### src/rtl/poly_mod_fold.sv
// poly_mod_fold
//   Streaming negacyclic fold modulo X^DEGREE_N + 1. Takes the 2*DEGREE_N
//   coefficient product stream (index 0 first) and emits DEGREE_N reduced
//   coefficients out[i] = in[i] - in[i+DEGREE_N], wrapping modulo 2^BIT_WIDTH.
//
//   state | meaning
//   ------+-----------------------------------------------------------------
//   FILL  | capturing in[0..DEGREE_N-1] into the low buffer; output untouched
//   FOLD  | subtracting in[DEGREE_N..2*DEGREE_N-1] from the buffer, one
//         | result per accepted beat into the single-entry output register
//
// Ports
//   clk      : clock, rising edge
//   rst      : asynchronous active-high reset
//   valid_i  : coeff_i beat valid
//   coeff_i  : product coefficient
//   ready_o  : beat accepted when valid_i && ready_o
//   valid_o  : coeff_o holds a reduced coefficient
//   coeff_o  : reduced coefficient
//   last_o   : qualifies the final reduced coefficient of a polynomial
//   yumi_i   : downstream consumes coeff_o (only while valid_o is high)

module poly_mod_fold #(
   parameter int DEGREE_N  = 16,
   parameter int BIT_WIDTH = 32
) (
   input  logic                 clk,
   input  logic                 rst,
   input  logic                 valid_i,
   input  logic [BIT_WIDTH-1:0] coeff_i,
   output logic                 ready_o,
   output logic                 valid_o,
   output logic [BIT_WIDTH-1:0] coeff_o,
   output logic                 last_o,
   input  logic                 yumi_i
);

   localparam int CW = $clog2(2 * DEGREE_N);
   localparam int IW = $clog2(DEGREE_N);

   localparam logic [CW-1:0] CNT_FILL_END = CW'(DEGREE_N - 1);
   localparam logic [CW-1:0] CNT_FOLD_END = CW'(2 * DEGREE_N - 1);

   typedef enum logic {
      ST_FILL = 1'b0,
      ST_FOLD = 1'b1
   } state_t;

   state_t                 state_q, state_d;
   logic [CW-1:0]          cnt_q, cnt_d;
   logic                   valid_q, valid_d;
   logic                   last_q, last_d;
   logic [BIT_WIDTH-1:0]   coeff_q, coeff_d;
   logic [BIT_WIDTH-1:0]   low_q [DEGREE_N];
   logic                   low_we;
   logic                   accept;

   // DEGREE_N is a power of two, so the low IW bits of cnt address the
   // buffer both while filling (cnt) and while folding (cnt - DEGREE_N).
   logic [IW-1:0]          low_idx;
   assign low_idx = cnt_q[IW-1:0];

   always_comb begin
      ready_o = (state_q == ST_FILL) || !valid_q || yumi_i;
      accept  = valid_i && ready_o;

      state_d = state_q;
      cnt_d   = cnt_q;
      valid_d = valid_q;
      last_d  = last_q;
      coeff_d = coeff_q;
      low_we  = 1'b0;

      if (yumi_i) begin
         valid_d = 1'b0;
         last_d  = 1'b0;
      end

      if (accept) begin
         // cnt is exactly wide enough for 2*DEGREE_N, so the last FOLD beat
         // wraps it to 0 naturally.
         cnt_d = cnt_q + CW'(1);
         unique case (state_q)
            ST_FILL: begin
               low_we = 1'b1;
               if (cnt_q == CNT_FILL_END) begin
                  state_d = ST_FOLD;
               end
            end
            ST_FOLD: begin
               // A new load replaces any value being consumed this cycle.
               coeff_d = low_q[low_idx] - coeff_i;
               valid_d = 1'b1;
               last_d  = (cnt_q == CNT_FOLD_END);
               if (cnt_q == CNT_FOLD_END) begin
                  state_d = ST_FILL;
               end
            end
            default: ;
         endcase
      end
   end

   always_ff @(posedge clk or posedge rst) begin
      if (rst) begin
         state_q <= ST_FILL;
         cnt_q   <= '0;
         valid_q <= 1'b0;
         last_q  <= 1'b0;
         coeff_q <= '0;
      end else begin
         state_q <= state_d;
         cnt_q   <= cnt_d;
         valid_q <= valid_d;
         last_q  <= last_d;
         coeff_q <= coeff_d;
      end
   end

   // Buffer is fully rewritten each polynomial before it is read, so it
   // carries no reset.
   always_ff @(posedge clk) begin
      if (low_we) begin
         low_q[low_idx] <= coeff_i;
      end
   end

   assign valid_o = valid_q;
   assign last_o  = last_q;
   assign coeff_o = coeff_q;

endmodule

### config.mk
export PLATFORM = sky130hd
export DESIGN_NAME = poly_mod_fold
export DESIGN_NICKNAME = d
export VERILOG_FILES = /design/src/rtl/poly_mod_fold.sv
export SDC_FILE = /design/constraint.sdc
export NUM_CORES = 1
export LEC_CHECK = 0
export CAP_MARGIN = 20
export CORE_ASPECT_RATIO = 1.2
export CORE_MARGIN = 1.5
export CORE_UTILIZATION = 38
export CTS_CLUSTER_DIAMETER = 60
export CTS_CLUSTER_SIZE = 12
export DETAILED_ROUTE_END_ITERATION = 8
export PLACE_DENSITY_LB_ADDON = 0.12
export REMOVE_ABC_BUFFERS = 1
export SETUP_SLACK_MARGIN = 0.2
export SYNTH_ARGS = -nofsm -noshare
export SYNTH_HDL_FRONTEND = slang
export SYNTH_SLANG_ARGS = --single-unit
### constraint.sdc
create_clock -name clk -period 7.28 [get_ports clk]
set_input_delay 1.82 -clock clk [delete_from_list [all_inputs] [get_ports clk]]
set_output_delay 1.82 -clock clk [all_outputs]
set_load 0.005 [all_outputs]
Word-level counts from Yosys, hierarchy flattened. Memory sizes are Yosys's and may differ from the RTL's. Index checks and enable logic that the tools add are counted.

Reductions and logical operators: 5. Eq/ne operators: 2. Add/sub/neg operators: 2. Multiplexer cells: 13. Bitwise gates (word level): 1.

Operator list (number): subtractor 32 bit (1); 2-to-1 mux 1 bit (12); adder 5 x 1 -> 5 bit, second input constant (1); == test 5 x 4 -> 1 bit, second input constant (1); == test 5 bit, second input constant (1); logical OR 1 bit (2); case mux 1 bit (2 select lines) (1); AND reduction 2 bit (1); logical AND 1 bit (1); logical NOT 1 bit (1); NOT 1 bit (1).

Memories: 1. Bits of input ports: 36. Output and inout port bits: 35. Bits in writable memories: 512. Register bits: 40.

Memory list: low_q (words 16, width 32, rd ports 1, clocked after Yosys merged registers in 0, wr ports 1, RTL line 54) `logic [BIT_WIDTH-1:0] low_q [DEGREE_N];`.

Longest topological paths before layout.
Word-level depth: 7. Mapped depth: 15. Mapped depth without buffers: 13.

Worst setup path before layout. No wires, ideal clock.

Path kind: input-to-reg. Start: input port valid_i. End: memory low_q[0][0], enable pin. Stages on the path: 3. Data arrival time: 4.371 ns. Setup time: 0.461 ns. Path slack: 2.448 ns. Buffers on the path: 0. Cell sequence: nor2b_1 nand2_1 nor3_1.

Word-level cells in the longest chain between the ends: 4.

Ends and longest elaborated chain: from (decl) (RTL line 29) `input logic valid_i,`; logical AND 1 bit (RTL line 65) `accept = valid_i && ready_o;`; 2-to-1 mux 1 bit (RTL line 79) `if (accept) begin`; 2-to-1 mux 1 bit (RTL line 123) `if (low_we) begin`; 2-to-1 mux 1 bit (implied by the code) (RTL line 124) `low_q[low_idx] <= coeff_i;`; to (decl) (RTL line 54).

No other way between the ends.

Worst setup path in the final report.
Start: register cnt_q[0]. End: register coeff_q[31] (netlist: coeff_o[31]).

Word-level cells in the longest chain between the ends: 2.

Ends and longest elaborated chain: from (decl) (RTL line 50) `logic [CW-1:0] cnt_q, cnt_d;`; from (signal assigned) (RTL line 113) `cnt_q <= cnt_d;`; memory (16 x 32 bit); subtractor 32 bit (RTL line 92) `coeff_d = low_q[low_idx] - coeff_i;`; to (signal assigned) (RTL line 116) `coeff_q <= coeff_d;`; to (decl) (RTL line 53) `logic [BIT_WIDTH-1:0] coeff_q, coeff_d;`.

No other way between the ends. A chain may end at the register's enable or synchronous reset.

==> impl_metrics.yaml <==
synthesis:
  ys_ff_latch: 552
  synth_area_leader_cell: "edfxtp_1"
  yosysWarningCount: 0
  synth_area_um2: 22600
  synth_area_per_cell_um2: 19.8
  yosysUniqueCellTypes: 56
  synth_edf_count: 512
  ys_seq_area_frac: 0.726
  synth_top_area_share: 0.682
  synthFlopType: "edfxtp_1"
  synth_top_cells_by_area: "edfxtp_1 (68%), mux4_2 (16%), dfrtp_1 (4.4%)"
  yosysMostFrequentCell: "edfxtp_1"
  synth_cells: 1140
  synth_common_cells: "edfxtp_1 (512), mux4_2 (159), nand2_1 (60)"
  async_flop_share: 0.0725
sta:
  finalCriticalPeriod_ps: 5170
  tns_ps: 0
  relSlewSlack: 0.260
  finalCritPeriodShare: 0.710
  fin_ws_ps: 2110
  hold_violations: 0
  worst_clock_skew_ps: 21.2
  setup-violations-final: 0
  rsz0062_at_grt: "no"
  final_max_slew_viol_count: 0
  max_freq_mhz: 193
  worst_slew_pin_slew_ps: 1110
routing:
  routed_wl_mm: 55.2
  vias_per_cell: 5.28
  drtIter0Drc: 777
  dr.pass1.iters: 5
  ant_nets: 0
  wl_per_cell_um: 26.5
  vias: 11000
  drc: 0
placement:
  dp.cells: 1981
  place_congestion: 0.801
  hpwl_mm: 32.2
  pre_cts_slack_ps: 1840
  io_buffers: 70
cts:
  cts_hold_buf: 0
  clk_latency_ps: 600
  cts_tree: "done"
  clk_pin_slew_worst_paths_ps: 60
  cts.path.max_buffers: 3
  post_cts_buffers: 0
  ctsResizeCount: 0
  cts_sinks: 552
  cts_buffers: 53
  root_buffer: "clkbuf_16"
  cts_max_level: 2
power:
  leakagePower_nw: 8.49
  power_switching_share: 0.334
  p_clk_frac: 0.244
  comb_power_share: 0.373
  p_switching_mw: 3.59
  vdd_ir_drop_max_v: 0.000223
  p_int_mw: 7.14
  power_density_nw_per_um2: 412
  seqPwrFrac: 0.383
layout:
  fillers: 5149
  nets: 1319
  antennaDiodeCount: 0
  area_growth_pct: 15.3
  drive_above_1_share: 0.217
  fin_cells: 2080
die:
  die_area_um2: 60800
  rows: 97
  dieWidth_um: 225
  fp.dieH_um: 270
  coreArea_um2: 58500
  io_pins: 71
  initial_core_util: 0.386
global_routing:
  grt_pass1_wl_mm: 80.8
  grt_overflow: 0
  grt_pass1_vias: 11700
  grt_max_degree: 76
  antenna_found_initial: 0
  grtUsageTotal: 0.186
critical_path:
  crit_buf_inv: 1
  worstPathCellList: "buf_12 -> mux4_2 -> mux4_2 -> ha_1 -> o211ai_1 -> a21o_1 -> a311oi_1 -> nor2_1 -> o311ai_0 -> a221oi_1 -> mux2i_1 -> nand4_1"
  critPathLaunchType: "flop"
  worstSetupPathType: "flop to flop"
  critPathRequiredTime_ps: 7750
  worst_path_dominant_cell_family: "compound AO/OA/AOI/OAI gates"
  crit_top_cell: "mux4_2"
  cp-end-kind: "flop"
  critPathMaxStageDelay_ps: 1060
  crit_arrival_ps: 5640
  cp_max_fo: 43
  crit_slowest_cell: "dfrtp_4"
run_status:
  outcome: "finished, final reports clean"
min_path:
  hp-class: "flop to flop"
flow_run:
  cap_violations: 0
power by group through the flow:
stage                     combinational [mW]  sequential (mW)  clock [mW]
after floorplan                         2.80             4.26           0
after global placement                  4.07             4.18           0
after detailed placement                4.08             4.19           0
after CTS                               4.09             4.12        2.69
after global routing                    4.37             4.16        2.80
final                                   4.01             4.11        2.62
kinds of logic after synthesis:
| logic type | share of synthesized area |
|---|---|
| xor gates and xnor gates | 0.0113 |
| AOI/OAI and AO/OA | 0.0353 |
| and+or+nand+nor | 0.0274 |
| muxes | 0.161 |
| buffers and inverters | 0.0170 |
| adders and majority gates | 0.0220 |
| DFF | 0.726 |
worst min-delay path: stages (launching register included):
cell and delay, ps:
dfrtp_1 340, nand2_1 50, o21ai_0 60
flip-flops by register name, indices dropped and copies added, names as in the netlist, named ones only:
name     flops
last_o       1
low_q      512
cnt_q        5
coeff_o     32
valid_o      1
final cells by class:
class | instances | area, µm² | area share
clock inverters | 4 | 56.3 | 0.00216
flip-flops and latches | 552 | 16400 | 0.630
multi-input cells | 491 | 5910 | 0.227
clock buffers | 95 | 1540 | 0.0591
well taps | 792 | 991 | 0.0381
inverters | 47 | 176 | 0.00678
repair buffers | 99 | 956 | 0.0367
worst paths after layout:
check	from	end	slack [ps]	depth (start not counted)
setup reg to reg	cnt_q[0]$_DFFE_PP0P_	coeff_o[31]$_DFFE_PP0P_	2110	12
hold reg to reg	coeff_o[2]$_DFFE_PP0P_	coeff_o[2]$_DFFE_PP0P_	480	2
max in group asynchronous	rst	cnt_q[2]$_DFFE_PP0P_	4960	3
min in group asynchronous	rst	coeff_o[4]$_DFFE_PP0P_	1720	3
hold / removal	coeff_o[2]$_DFFE_PP0P_	coeff_o[2]$_DFFE_PP0P_	480	2
setup / recovery	cnt_q[0]$_DFFE_PP0P_	coeff_o[31]$_DFFE_PP0P_	2110	12
cells in the final DEF, fill, tap and decap left out, types with 26 or more instances in the layout:
| cell | n |
|---|---|
| edfxtp_1 | 512 |
| mux4_2 | 159 |
| clkdlybuf4s50_1 | 70 |
| nand2_1 | 59 |
| clkbuf_16 | 55 |
| inv_1 | 46 |
| o21ai_0 | 43 |
| clkbuf_1 | 39 |
| ha_1 | 38 |
| dfrtp_1 | 36 |
| a21oi_1 | 35 |
| buf_4 | 26 |
through the flow:
step                area [µm²]  utilization  hold slack, ps  power [mW]
floorplan                22300            -             452        7.06
global placement         24400        0.417             462        8.26
detailed placement       24400        0.417             469        8.26
CTS                      26000        0.445             483        10.9
global route             26000        0.445             505        11.3
finish                   26000        0.445             480        10.7
per-layer routing:
metal,vias to the layer above,global-route usage,share of wire
met5,-,0,0
met4,0,0.0397,0.017
met3,67,0.0256,0.029
met2,165,0.329,0.53
met1,5905,0.242,0.42
li1,4841,-,-
(Power assumes the default switching activity.)
